===== config.mk =====
export PLATFORM = sky130hd
export DESIGN_NAME = multicycle_control_unit
export DESIGN_NICKNAME = d
export VERILOG_FILES = /design/src/rtl/multicycle_control_unit.sv
export SDC_FILE = /design/constraint.sdc
export NUM_CORES = 1
export LEC_CHECK = 0
export CAP_MARGIN = 20
export CORE_UTILIZATION = 45
export DETAILED_ROUTE_END_ITERATION = 8
export DONT_BUFFER_PORTS = 1
export SLEW_MARGIN = 40
export SYNTH_ARGS = -nofsm -noshare
export SYNTH_HDL_FRONTEND = slang
export SYNTH_SLANG_ARGS = --single-unit

===== constraint.sdc =====
create_clock -name clk -period 3.5 [get_ports clk]
set_input_delay 0.7 -clock clk [delete_from_list [all_inputs] [get_ports clk]]
set_output_delay 0.7 -clock clk [all_outputs]
set_load 0.01 [all_outputs]

===== src/rtl/multicycle_control_unit.sv =====
// Multi-cycle RV32I control FSM: fetch/decode/execute/memory/writeback sequencing.
// Latency R/I/sw/jal 4, lw 5, branch 3 cycles; stalls in FETCH/MEMREAD/MEMWRITE while mem_ready is low.
module multicycle_control_unit #(
    parameter int ALU_CTRL_W      = 4,
    parameter int MEM_HANDSHAKE   = 1,
    parameter int ENABLE_BRANCH_U = 1
) (
    input  logic                  clk,
    input  logic                  rst_n,
    input  logic [6:0]            op,
    input  logic [2:0]            funct3,
    input  logic                  funct7b5,
    input  logic                  zero,
    input  logic                  neg,
    input  logic                  ovf,
    input  logic                  carry,
    input  logic                  mem_ready,
    output logic                  pc_write,
    output logic                  ir_write,
    output logic                  adr_src,
    output logic                  mem_read,
    output logic                  mem_write,
    output logic                  reg_write,
    output logic [1:0]            result_src,
    output logic [1:0]            alu_src_a,
    output logic [1:0]            alu_src_b,
    output logic [2:0]            imm_src,
    output logic [ALU_CTRL_W-1:0] alu_control,
    output logic [3:0]            state_o,
    output logic                  illegal
);

    typedef enum logic [3:0] {
        S_FETCH    = 4'd0,
        S_DECODE   = 4'd1,
        S_MEMADR   = 4'd2,
        S_MEMREAD  = 4'd3,
        S_MEMWB    = 4'd4,
        S_MEMWRITE = 4'd5,
        S_EXECR    = 4'd6,
        S_EXECI    = 4'd7,
        S_ALUWB    = 4'd8,
        S_BRANCH   = 4'd9,
        S_JAL      = 4'd10,
        S_HALT     = 4'd11
    } state_t;

    localparam logic [6:0] OP_LOAD   = 7'b0000011;
    localparam logic [6:0] OP_STORE  = 7'b0100011;
    localparam logic [6:0] OP_RTYPE  = 7'b0110011;
    localparam logic [6:0] OP_ITYPE  = 7'b0010011;
    localparam logic [6:0] OP_BRANCH = 7'b1100011;
    localparam logic [6:0] OP_JAL    = 7'b1101111;

    localparam logic [3:0] ALU_ADD  = 4'd0;
    localparam logic [3:0] ALU_SUB  = 4'd1;
    localparam logic [3:0] ALU_AND  = 4'd2;
    localparam logic [3:0] ALU_OR   = 4'd3;
    localparam logic [3:0] ALU_XOR  = 4'd4;
    localparam logic [3:0] ALU_SLT  = 4'd5;
    localparam logic [3:0] ALU_SLTU = 4'd6;
    localparam logic [3:0] ALU_SLL  = 4'd7;
    localparam logic [3:0] ALU_SRL  = 4'd8;
    localparam logic [3:0] ALU_SRA  = 4'd9;

    state_t     state;
    state_t     state_nx;
    logic       ready;
    logic       taken;
    logic       branch_ok;
    logic [3:0] alu_code;
    logic       pc_write_c;
    logic       ir_write_c;
    logic       mem_read_c;
    logic       mem_write_c;
    logic       reg_write_c;

    function automatic logic [3:0] alu_dec(input logic [2:0] f3, input logic use_sub,
                                           input logic use_sra);
        logic [3:0] code;
        case (f3)
            3'b000:  code = use_sub ? ALU_SUB : ALU_ADD;
            3'b001:  code = ALU_SLL;
            3'b010:  code = ALU_SLT;
            3'b011:  code = ALU_SLTU;
            3'b100:  code = ALU_XOR;
            3'b101:  code = use_sra ? ALU_SRA : ALU_SRL;
            3'b110:  code = ALU_OR;
            default: code = ALU_AND;
        endcase
        return code;
    endfunction

    assign ready = (MEM_HANDSHAKE == 0) ? 1'b1 : mem_ready;

    // Branch condition comes straight from this cycle's subtract flags.
    always_comb begin
        taken     = 1'b0;
        branch_ok = 1'b0;
        case (funct3)
            3'b000: begin taken = zero;           branch_ok = 1'b1; end
            3'b001: begin taken = !zero;          branch_ok = 1'b1; end
            3'b100: begin taken = neg ^ ovf;      branch_ok = 1'b1; end
            3'b101: begin taken = !(neg ^ ovf);   branch_ok = 1'b1; end
            3'b110: begin taken = !carry;         branch_ok = (ENABLE_BRANCH_U != 0); end
            3'b111: begin taken = carry;          branch_ok = (ENABLE_BRANCH_U != 0); end
            default: begin taken = 1'b0;          branch_ok = 1'b0; end
        endcase
    end

    always_comb begin
        imm_src = 3'b000;
        case (op)
            OP_STORE:  imm_src = 3'b001;
            OP_BRANCH: imm_src = 3'b010;
            OP_JAL:    imm_src = 3'b011;
            default:   imm_src = 3'b000;
        endcase
    end

    always_ff @(posedge clk or negedge rst_n) begin
        if (!rst_n) state <= S_FETCH;
        else        state <= state_nx;
    end

    always_comb begin
        state_nx    = state;
        pc_write_c  = 1'b0;
        ir_write_c  = 1'b0;
        mem_read_c  = 1'b0;
        mem_write_c = 1'b0;
        reg_write_c = 1'b0;
        adr_src     = 1'b0;
        result_src  = 2'b00;
        alu_src_a   = 2'b00;
        alu_src_b   = 2'b00;
        alu_code    = ALU_ADD;
        case (state)
            S_FETCH: begin
                mem_read_c = 1'b1;
                alu_src_b  = 2'b10;
                result_src = 2'b10;
                if (ready) begin
                    ir_write_c = 1'b1;
                    pc_write_c = 1'b1;
                    state_nx   = S_DECODE;
                end
            end
            S_DECODE: begin
                alu_src_a = 2'b01;
                alu_src_b = 2'b01;
                case (op)
                    OP_LOAD, OP_STORE: state_nx = S_MEMADR;
                    OP_RTYPE:          state_nx = S_EXECR;
                    OP_ITYPE:          state_nx = S_EXECI;
                    OP_BRANCH:         state_nx = branch_ok ? S_BRANCH : S_HALT;
                    OP_JAL:            state_nx = S_JAL;
                    default:           state_nx = S_HALT;
                endcase
            end
            S_MEMADR: begin
                alu_src_a = 2'b10;
                alu_src_b = 2'b01;
                state_nx  = (op == OP_STORE) ? S_MEMWRITE : S_MEMREAD;
            end
            S_MEMREAD: begin
                adr_src    = 1'b1;
                mem_read_c = 1'b1;
                if (ready) state_nx = S_MEMWB;
            end
            S_MEMWB: begin
                result_src  = 2'b01;
                reg_write_c = 1'b1;
                state_nx    = S_FETCH;
            end
            S_MEMWRITE: begin
                adr_src     = 1'b1;
                mem_write_c = 1'b1;
                if (ready) state_nx = S_FETCH;
            end
            S_EXECR: begin
                alu_src_a = 2'b10;
                alu_code  = alu_dec(funct3, funct7b5, funct7b5);
                state_nx  = S_ALUWB;
            end
            S_EXECI: begin
                alu_src_a = 2'b10;
                alu_src_b = 2'b01;
                alu_code  = alu_dec(funct3, 1'b0, funct7b5);
                state_nx  = S_ALUWB;
            end
            S_ALUWB: begin
                reg_write_c = 1'b1;
                state_nx    = S_FETCH;
            end
            S_BRANCH: begin
                alu_src_a  = 2'b10;
                alu_code   = ALU_SUB;
                pc_write_c = taken;
                state_nx   = S_FETCH;
            end
            S_JAL: begin
                alu_src_a  = 2'b01;
                alu_src_b  = 2'b10;
                pc_write_c = 1'b1;
                state_nx   = S_ALUWB;
            end
            S_HALT:  state_nx = S_HALT;
            default: state_nx = S_HALT;
        endcase
    end

    // Strobes are gated by rst_n so an asserted reset kills them without waiting for a clock.
    assign pc_write  = rst_n & pc_write_c;
    assign ir_write  = rst_n & ir_write_c;
    assign mem_read  = rst_n & mem_read_c;
    assign mem_write = rst_n & mem_write_c;
    assign reg_write = rst_n & reg_write_c;
    assign illegal   = rst_n & (state == S_HALT);
    assign state_o   = state;

    always_comb begin
        alu_control      = '0;
        alu_control[3:0] = alu_code;
    end

endmodule


After elaboration in Yosys (flattened, before gate mapping)
Cells that the tools add are included.
- word-level logic and storage cells: 77
- input bits: 18
- output and inout port bits: 24
- register bits after elaboration: 4
- reductions and logical operators: 17
- bitwise gates (word level): 7
- equal/unequal tests: 27
- muxes and demuxes: 25
- operator list (cell ; count):
    case mux 4 bit (7 select lines) ; 3
    case mux 4 bit (5 select lines) ; 1
    == test 4 x 3 -> 1 bit, second input constant ; 4
    == test 4 bit, second input constant ; 4
    == test 7 x 6 -> 1 bit, second input constant ; 2
    == test 7 bit, second input constant ; 2
    == test 3 bit, second input constant ; 4
    2-to-1 mux 4 bit ; 3
    case mux 2 bit (2 select lines) ; 3
    case mux 4 bit (3 select lines) ; 1
    OR reduction 2 bit ; 6
    2-to-1 mux 1 bit ; 9
    OR reduction 3 bit ; 3
    == test 4 x 2 -> 1 bit, second input constant ; 2
    == test 7 x 2 -> 1 bit, second input constant ; 1
    == test 7 x 5 -> 1 bit, second input constant ; 1
    bitwise AND 1 bit ; 6
    == test 3 x 2 -> 1 bit, second input constant ; 2
    inequality test 2 bit, second input constant ; 3
    case mux 1 bit (6 select lines) ; 1
    case mux 2 bit (3 select lines) ; 1
    OR reduction 6 bit ; 1
    == test 4 x 1 -> 1 bit, second input constant ; 1
    logical NOT 4 bit ; 1
    other kinds (9) ; 11

Logic depth before layout (Yosys ltp)
Gate-level depths: netlist of run 1.
- depth after elaboration: 6
- gate-level depth with buffers: 6
- depth with buffers taken out: 5

Least setup slack after synthesis of run 1
Ideal clock, no wire load.
- path type: in2out
- start: input funct3[1]
- end: output pc_write
- data arrival time: 1586 ps
- buffers on the path: 1
- required time: 2800 ps
- stages: 5
- path slack: 1214 ps
- cell sequence: clkbuf_1 nand3_1 o211ai_1 o31ai_1 o31ai_1
- longest elaborated chain between the ends: 4
- elaborated cells between the ends (all ways): 9
- classes of those cells: eq/ne (5); mux (2); bitwise (1); reduce/logical (1)
- RTL lines (element ; line ; source):
    from (decl) ; 11 ; input logic [2:0] funct3,
    == test 3 bit (tied with other cells) ; 100 ; case (funct3)
    case mux 1 bit (6 select lines) * ; 100 ;
    case mux 1 bit (3 select lines) * ; 138 ; case (state)
    bitwise AND 1 bit * ; 214 ; assign pc_write = rst_n & pc_write_c;
    to (decl) ; 18 ; output logic pc_write,
Mark *: on every way between the ends. The rest lies on a longest branch, timed or not.

Worst setup path after layout of run 1
- start: register state[0] (netlist: state_o[0])
- end: output pc_write
- longest elaborated chain between the ends: 3
- elaborated cells between the ends (all ways): 5
- classes of those cells: eq/ne (2); mux (1); bitwise (1); reduce/logical (1)
- RTL lines (element ; line ; source):
    from (decl) ; 66 ; state_t state;
    from (signal assigned) ; 123 ; else state <= state_nx;
    == test 4 bit / logical NOT 4 bit (equally long branches) ; 138 ;
    case mux 1 bit (3 select lines) * ; 138 ;
    bitwise AND 1 bit * ; 214 ;
Marks and branches as above.

==> results of run 1 <==
[per-layer routing]
metal | vias up | share of wire (%)
li1 | 405 | -
met1 | 355 | 48
met2 | 30 | 46
met3 | 2 | 6.0
met4 | 0 | 0.66
met5 | - | 0
[layout make-up]
| cell class | instances | area, sq um | share of cell area, % |
|---|---|---|---|
| Clock buffer | 3 | 22.5 | 3.00 |
| Inverter | 5 | 18.8 | 2.50 |
| Multi-Input combinational cell | 98 | 589 | 78.5 |
| Sequential cell | 4 | 100 | 13.3 |
| Tap cell | 16 | 20.0 | 2.67 |
[cell families (layout without fill, tap and decap cells)]
family          count (synthesis)  count (layout)  synth area share, %
other cells                     1               1                0.500
simple gates                   60              60                 41.7
xor+xnor                        6               6                 7.01
compound gates                 31              31                 29.4
buf+inv                        14               8                 8.01
flops                           4               4                 13.4
[synth_stat cells, types with 2 or more instances]
cell type	instances
nor2_1	16
nand4_1	3
clkbuf_1	4
o22ai_1	3
xnor2_1	4
buf_2	3
o31ai_1	2
nor2b_1	3
nand3b_1	2
nand2b_1	3
nand3_1	4
nand2_1	14
o21ai_0	2
nor3_1	8
a211oi_1	2
xor2_1	2
a22oi_1	2
dfrtp_1	4
inv_1	4
a21oi_1	12
[where the power goes]
part | total, mW | internal [mW] | switching, mW
combinational | 0.318 | 0.133 | 0.185
sequential | 0.167 | 0.0634 | 0.104
clock | 0.0563 | 0.0383 | 0.0180
[worst paths after layout]
path / startpoint / to / slack [ps] / cells after the start
hold reg to reg: state_o[3]$_DFFE_PN0P_ / state_o[2]$_DFFE_PN0P_ / 850 / 1
min in group clk: op[5] / state_o[0]$_DFFE_PN0P_ / 680 / 3
max in group asynchronous: rst_n / state_o[0]$_DFFE_PN0P_ / 3270 / 0
setup / recovery: state_o[0]$_DFFE_PN0P_ / pc_write / 900 / 4
setup reg to reg: state_o[2]$_DFFE_PN0P_ / state_o[1]$_DFFE_PN0P_ / 1570 / 5
hold / removal: rst_n / state_o[1]$_DFFE_PN0P_ / 160 / 0
[per-stage QoR]
step | area, sq um | utilization (%)
6_report | 751 | 49.3
5_1_grt | 751 | 49.3
4_1_cts | 751 | 49.3
3_5_place_dp | 728 | 47.8
3_3_place_gp | 728 | 47.8
2_1_floorplan | 749 | -
[worst max-delay path, stage by stage (launching register included)]
cell and delay, ps:
dfrtp_1 720, inv_1 250, nor2_1 210, nand2_1 100, o31ai_1 380
==> run summary, run 1 <==
Share of the synthesized area in the top cell type -> 13.4%
Routed WL per cell -> 14.4 microns
Max_slew headroom -> 50.7%
Worst setup margin -> 902 ps
Initial core utilization -> 49.2%
Vias in the first global route -> 684
DRC Markers -> 0
Crit start category -> register
Area growth from synthesis to layout -> 0.167%
Fin crit period -> 2600 ps
Routed WL -> 1810 microns
Unrepaired setup endpoints after global routing -> no
PwrDens -> 721 mW/mm^2
YS warnings -> 0
Longest Clk Path Bufs -> 2
TritonCTS buffer count -> 3
Largest net degree at the start of global routing -> 25
Synth unique cells -> 39
Mapped Nets -> 134
Most common cell after layout, fill and taps aside -> nor2_1
M2 GR Usage -> 27.9%
Run status -> completed
Max_cap viols -> 0
CP max FO -> 16
CTS tree -> built
Buffers on Ports -> 0
Filler instances -> 168
Layout cell share with drive strength beyond 1 -> 10.0%
Async S/R FF share, synth -> 100%
Clk Latency, worst-skew pair -> 230 ps
Final non-filler cell total -> 126
Leakage -> 0.280 nW
Grt peak-use layer -> met1
Commonest non-fill, non-tap cells in the layout -> nor2_1, nand2_1, a21oi_1
Worst Path Required -> 2800 ps
First-pass GRT wire length -> 2930 microns
Core region area -> 0.00152 sq mm
Antenna viol nets, final -> 0
Die height -> 42.8 microns
Hold_ws -> 163 ps
Seq/Total Area, Yosys -> 13.4%
Met3 usage -> 3.40%
Final Max Tran Viols -> 0
N_diodes -> 0
Boundary Pins -> 42
Full die area -> 0.00183 sq mm
Grt total ovfl -> 0
DRT Pass-1 Iters -> 4
M1 GR Usage -> 31.2%
Max reg flops -> 4
Worst vdd ir -> 0.414 mV
Tot GR Track Use -> 20.1%
DP Worst Slack -> 1160 ps
Worst min-delay path category -> input pin to async pin
Routed via count -> 792
Post-synth EDFFs -> 0
Cells after Synth -> 116
Number of hold violations in the final report -> 0
Postcts setup bufs -> 0
Synthesized cell area -> 749 sq um
Tot Pwr -> 0.541 mW
Critical path type -> register to output pin
Vias/cell -> 6.29
# rows -> 14
Post-route clock period utilization -> 74.2%
CP arrival -> 1900 ps
CTS Hold Bufs -> 0
F_max -> 0.385 GHz
DIE WIDTH -> 42.8 microns
Worst setup EP type -> output pin
Ys flop type -> dfrtp_1
Placed Instances -> 123
Mean Syn Cell Area -> 6.46 sq um
CTS root buf -> clkbuf_4
TNS Setup -> 0 ps
Initial antenna violation count -> 0
Yosys reg bits -> 4
Final Setup Violations -> 0
Fin nets -> 130
Clock-pin transition on the worst setup and hold timing paths -> 40 ps
Post-CTS sizing -> 0
Drt first-iter violations -> 17
Worst Max-Slew Pin Slew -> 739 ps
GP Congestion -> 0.762
Hpwl dp -> 1360 microns
Synth top area cells -> dfrtp_1, a21oi_1, nor2_1
H-tree Lvls -> 1
CTS Sinks -> 4
Yosys top cell by area -> dfrtp_1
Worst Skew -> 1.07 ps
No activity file was read; power rests on OpenSTA's default activity.
==> run 2, diff against run 1 <==
- clock period: 3.5 -> 2.1 ns (I/O delays scaled with it)
==> run 2 against run 1 <==
Effect of this change: critical endpoint is now result_src[1]; design area is 7.3% higher; register-to-register slack worse by 1200 ps; sequential cell count did not move; core utilization is 3.6 points higher; clock-buffer cell count unchanged; clock skew increased by 0.75 ps; critical path depth decreased by 2; total power rose by 78%; wire length rose by 2.8%.
==> run summary, run 2 (synthesis results as in run 1) <==
Most common cell after layout, fill and taps aside -> nor2_1
Buffers on Ports -> 0 (unchanged)
DRC Markers -> 0 (unchanged)
Worst vdd ir -> 0.803 mV (+94%)
WHS Path Cells -> 3
Post-route clock period utilization -> 93.0%
Antenna viol nets, final -> 0 (unchanged)
N_diodes -> 0 (unchanged)
Largest net degree at the start of global routing -> 18 (-28%)
TNS Setup -> 0 ps (unchanged)
Tot GR Track Use -> 19.4% (-0.72 points)
CP startpoint -> state_o[1]$_DFFE_PN0P_
Core region area -> 0.00152 sq mm (unchanged)
Fin crit period -> 1950 ps
DIE WIDTH -> 42.8 microns (unchanged)
Flop2flop setup slack -> 420 ps (-1150 ps)
Initial core utilization -> 49.2% (unchanged)
Boundary Pins -> 42 (unchanged)
Final Max Tran Viols -> 0 (unchanged)
FF-to-FF Start -> state_o[1]$_DFFE_PN0P_
CTS Sinks -> 4 (unchanged)
Routed WL per cell -> 14.0 microns (-2.7%)
Postcts setup bufs -> 0 (unchanged)
Hpwl dp -> 1450 microns (+6.4%)
Hold EP -> state_o[0]$_DFFE_PN0P_
GP Congestion -> 0.782 (+2.6%)
Worst Max-Slew Pin Slew -> 524 ps (-215 ps)
Worst Skew -> 1.82 ps (+0.746 ps)
First-pass GRT wire length -> 2840 microns (-2.8%)
Run status -> completed
Number of hold violations in the final report -> 0 (unchanged)
Worst reg2reg path depth -> 4 (-1)
Leakage -> 0.315 nW (+13%)
Critical path type -> register to output pin
Crit start category -> register
RR Endpoint -> state_o[1]$_DFFE_PN0P_
Power share of the sequential group -> 19.1% (-12 points)
Drt first-iter violations -> 26 (+9)
Fin nets -> 137 (+5.4%)
Commonest non-fill, non-tap cells in the layout -> nor2_1, nand2_1, a21oi_1
Filler instances -> 160 (-4.8%)
CTS tree -> built
Slowest-stage cell, CP -> dfrtp_1
Routed via count -> 837 (+5.7%)
Logic pwr share -> 71.5% (+13 points)
# rows -> 14 (unchanged)
Max reg flops -> 4 (unchanged)
Initial antenna violation count -> 0 (unchanged)
Die height -> 42.8 microns (unchanged)
Power share of the clock group -> 9.5% (-0.9 points)
Vias/cell -> 6.29 (+0.12%)
CP max FO -> 17 (+1)
P_int -> 0.440 mW (+88%)
Utilization after layout -> 52.9% (+3.6 points)
Vias in the first global route -> 656 (-4.1%)
HP Start -> op[5]
Worst min-delay path category -> input pin to register
Area growth from synthesis to layout -> 7.51%
Layout cell share with drive strength beyond 1 -> 14.5% (+4.5 points)
Final Setup Violations -> 0 (unchanged)
Grt total ovfl -> 0 (unchanged)
Critical path, cell by cell -> buf_4, nor4_1
Worst Path Required -> 1680 ps (-1120 ps)
Sw frac -> 54.2% (-2.5 points)
TritonCTS buffer count -> 3 (unchanged)
Unrepaired setup endpoints after global routing -> no
Full die area -> 0.00183 sq mm (unchanged)
Clock-pin transition on the worst setup and hold timing paths -> 40 ps (about the same)
Clk Latency, worst-skew pair -> 230 ps (about the same)
Routed WL -> 1860 microns (+2.8%)
CP arrival -> 1530 ps (-370 ps)
Delay of the slowest critical-path stage -> 560 ps (-160 ps)
Max_cap viols -> 0 (unchanged)
H-tree Lvls -> 1 (unchanged)
Longest Clk Path Bufs -> 2 (unchanged)
DRT Pass-1 Iters -> 4 (unchanged)
Sw Pwr -> 0.521 mW (+70%)
Max_slew headroom -> 65.1% (+14 points)
Post-CTS sizing -> 0 (unchanged)
F_max -> 0.512 GHz
PwrDens -> 1190 mW/mm^2 (+66%)
CTS root buf -> clkbuf_4
Worst setup EP type -> output pin
run 2: cell types whose count changed in the layout (fill, tap and decap cells not counted), sizes merged:
cell	previous run	this run
dlygate4sd3	0	1
buf	0	6
run 2: how the worst max path moves through the flow:
stage	end	slack, ps
2_1_floorplan	alu_control[3]	300
3_3_place_gp	pc_write	390
3_5_place_dp	pc_write	330
4_1_cts	result_src[1]	150
5_1_grt	alu_control[3]	40
6_report	result_src[1]	150
run 2: stage by stage:
step / power, mW / hold WS, ps / cells / setup slack, ps / cell area, sq um
CTS: 0.962 / 407 / 133 / 146 / 806
global route: 1.05 / 414 / 133 / 37.8 / 806
global placement: 0.859 / 125 / 129 / 388 / 773
floorplan: 0.739 / 124 / 116 / 304 / 749
detailed placement: 0.866 / 125 / 129 / 333 / 773
finish: 0.962 / 406 / 133 / 146 / 806
run 2: layout make-up:
class / count / area (sq um) / share of cell area (%)
repair buffers: 7 / 55.1 / 6.83
clock buffers: 3 / 22.5 / 2.80
well taps: 16 / 20.0 / 2.48
flip-flops and latches: 4 / 100 / 12.4
multi-input cells: 98 / 589 / 73.1
inverters: 5 / 18.8 / 2.33
run 2: power by group through the flow:
stage / clock network, mW / registers [mW] / logic, mW
after floorplan: 0 / 0.151 / 0.588
final: 0.0912 / 0.183 / 0.687
after CTS: 0.0927 / 0.182 / 0.687
after global routing: 0.0983 / 0.193 / 0.762
after global placement: 0 / 0.182 / 0.677
after detailed placement: 0 / 0.184 / 0.682
run 2: routing by layer:
| layer | GRT usage (%) | share of wire, % | up-vias |
|---|---|---|---|
| li1 | - | - | 422 |
| met1 | 29.6 | 45 | 365 |
| met2 | 28.5 | 44 | 50 |
| met3 | 3.40 | 10 | 0 |
| met4 | 3.13 | 0 | 0 |
| met5 | 0 | 0 | - |
run 2: repair_timing:
action,CTS,global route
hold buffers,1,0
endpoints found under the hold margin,4,0
endpoints found under the setup margin,0,0
run 2: worst max-delay path: cells and delay by family (launching register included):
kind / cells / cell delay, ps
flip-flops: 1 / 560
AND/OR/NAND/NOR: 1 / 470
buffers and inverters: 1 / 270
==> run 3, diff against run 2 <==
--- a/config.mk
+++ b/config.mk
@@ -8,5 +8,6 @@
 export CAP_MARGIN = 20
-export CORE_UTILIZATION = 45
+export CORE_UTILIZATION = 55
 export DETAILED_ROUTE_END_ITERATION = 8
 export DONT_BUFFER_PORTS = 1
+export PLACE_DENSITY = 0.73
 export SLEW_MARGIN = 40
==> constraint.sdc (replaced) <==
create_clock -name clk -period 2.1 [get_ports clk]
set_input_delay 0.21 -clock clk [delete_from_list [all_inputs] [get_ports clk]]
set_output_delay 0.21 -clock clk [all_outputs]
set_load 0.01 [all_outputs]
==> run 3 against run 2 <==
Effect of this change: die area is 17% lower; first-iteration DRC count shrank 35%; clock power is 13% higher; maximum frequency up 5.0%; clock skew is 4.8 ps higher; core utilization increased by 14 points; design area down 2.2%; sequential share of layout area up 0.28 points; non-clock buffer count decreased by 2; sequential power increased by 8%; via count up 0.36%; global-route usage increased by 8.4 points; largest cell class unchanged; largest power group unchanged; highest routed layer is now met4.
==> run summary, run 3 (synthesis results as in run 1) <==
Full die area -> 0.00151 sq mm (-17%)
GP Congestion -> 0.877 (+12%)
Clk Latency, worst-skew pair -> 250 ps (+20 ps)
Buffers on Ports -> 0 (unchanged)
Clock-pin transition on the worst setup and hold timing paths -> 40 ps (about the same)
WP buf/inv -> 1 (unchanged)
Die height -> 38.9 microns (-9.1%)
Placed standard-cell area -> 756 sq um (-2.3%)
Run status -> completed
Worst Skew -> 6.64 ps (+4.83 ps)
Worst min-delay path category -> input pin to register
Most common cell after layout, fill and taps aside -> nor2_1
Routed WL per cell -> 14.2 microns (+1.7%)
P_int -> 0.430 mW (-2.4%)
Longest Clk Path Bufs -> 2 (unchanged)
Worst setup EP type -> output pin
TritonCTS buffer count -> 3 (unchanged)
First-pass GRT wire length -> 2790 microns (-1.9%)
Boundary Pins -> 42 (unchanged)
Vias in the first global route -> 675 (+2.9%)
Tot GR Track Use -> 27.8% (+8.4 points)
Worst vdd ir -> 0.500 mV (-38%)
F_max -> 0.537 GHz (+5.0%)
Core region area -> 0.00119 sq mm (-22%)
Power share of the sequential group -> 20.7% (+1.6 points)
Crit start category -> register
PwrDens -> 1210 mW/mm^2 (+1.4%)
Logic pwr share -> 68.5% (-3.0 points)
Hpwl dp -> 1390 microns (-4.4%)
Worst setup margin -> 239 ps (+93.0 ps)
Placed Instances -> 125 (-3.1%)
Drt first-iter violations -> 17 (-35%)
Metal3 WL -> 206 microns (+7.3%)
Leakage -> 0.304 nW (-3.4%)
Initial antenna violation count -> 0 (unchanged)
Area growth from synthesis to layout -> 5.18%
Initial core utilization -> 63.2% (+14 points)
Unrepaired setup endpoints after global routing -> no
Worst Max-Slew Pin Slew -> 500 ps (-24.1 ps)
DIE WIDTH -> 38.9 microns (-9.1%)
DP Worst Slack -> 512 ps (+179 ps)
Highest routed layer -> met4
CP top delay family -> flip-flops
Postcts setup bufs -> 0 (unchanged)
Antenna viol nets, final -> 0 (unchanged)
Tot Pwr -> 0.954 mW (-0.76%)
Number of hold violations in the final report -> 0 (unchanged)
DR WL met2 -> 808 microns (-2.1%)
DRT Pass-1 Iters -> 4 (unchanged)
Sw frac -> 54.9% (+0.75 points)
Final non-filler cell total -> 129 (-3.0%)
# rows -> 12 (-2)
Post-route clock period utilization -> 88.6% (-4.4 points)
Max_cap viols -> 0 (unchanged)
Final Max Tran Viols -> 0 (unchanged)
Fin crit period -> 1860 ps (-93.0 ps)
Cell area after layout -> 788 sq um (-2.2%)
Largest net degree at the start of global routing -> 15 (-3)
Worst Path Required -> 1890 ps (+210 ps)
Slowest-stage cell, CP -> dfrtp_1
Commonest non-fill, non-tap cells in the layout -> nor2_1, nand2_1, a21oi_1
N_diodes -> 0 (unchanged)
Grt total ovfl -> 0 (unchanged)
TNS Setup -> 0 ps (unchanged)
Vias/cell -> 6.51 (+3.5%)
CP max FO -> 10 (-7)
CTS Sinks -> 4 (unchanged)
Fin nets -> 135 (-1.5%)
CTS root buf -> clkbuf_4
DRC Markers -> 0 (unchanged)
Power share of the clock group -> 10.8% (+1.3 points)
Final Setup Violations -> 0 (unchanged)
CP arrival -> 1650 ps (+120 ps)
Routed length on met1 -> 753 microns (-11%)
Filler instances -> 120 (-25%)
CTS tree -> built
Routed WL -> 1840 microns (-1.4%)
Routed via count -> 840 (+0.36%)
Critical path type -> register to output pin
Max reg flops -> 4 (unchanged)
Sw Pwr -> 0.524 mW (+0.61%)
Delay of the slowest critical-path stage -> 560 ps (about the same)
Layout cell share with drive strength beyond 1 -> 13.0% (-1.5 points)
Critical path, cell by cell -> inv_1, nor2_1, nand2_1, o31ai_1
H-tree Lvls -> 1 (unchanged)
Max_slew headroom -> 66.4% (+1.3 points)
-- run 3: what timing repair did --
action                    4_1_cts  5_1_grt
hold endpoints to repair        4        0
hold buffers                    1        0
resized for setup               0        0
-- run 3: routing by layer --
| layer | global-route usage, % | vias up |
|---|---|---|
| met5 | 0 | - |
| met4 | 19.0 | 0 |
| met1 | 32.3 | 369 |
| met2 | 42.9 | 47 |
| met3 | 8.67 | 9 |
| li1 | - | 415 |
-- run 3: path summary, 6_finish.rpt --
path,startpoint,end,slack [ps],cells after the start
worst max-delay path,state_o[0]$_DFFE_PN0P_,pc_write,240,4
worst min-delay path,op[5],state_o[0]$_DFFE_PN0P_,160,3
worst max register to register,state_o[1]$_DFFE_PN0P_,state_o[2]$_DFFE_PN0P_,500,5
worst min register to register,state_o[3]$_DFFE_PN0P_,state_o[0]$_DFFE_PN0P_,800,3
max in group asynchronous,rst_n,state_o[3]$_DFFE_PN0P_,1660,1
min in group asynchronous,rst_n,state_o[1]$_DFFE_PN0P_,250,1
-- run 3: tightest hold or removal path, cell delays in order --
cell	delay, ps
a21oi_1	40
nand2_1	70
nand2_1	50
-- run 3: final cells by class --
class	count	area, sq um	share of cell area [%]
Inverter	5	18.8	2.38
Clock buffer	3	22.5	2.86
Multi-Input combinational cell	98	589	74.8
Tap cell	14	17.5	2.22
Timing Repair Buffer	5	40.0	5.08
Sequential cell	4	100	12.7
-- run 3: power groups by stage --
stage	Clock (mW)	Combinational, mW	Sequential, mW
floorplan	0	0.588	0.151
global placement	0	0.643	0.194
detailed placement	0	0.647	0.197
CTS	0.105	0.653	0.196
global route	0.111	0.727	0.206
finish	0.103	0.654	0.198
-- run 3: per-stage QoR --
step,util [%],hold slack (ps)
4_1_cts,66.5,163
6_report,66.5,161
3_5_place_dp,63.7,-85.3
5_1_grt,66.5,182
3_3_place_gp,63.7,-85.4
2_1_floorplan,-,-85.6
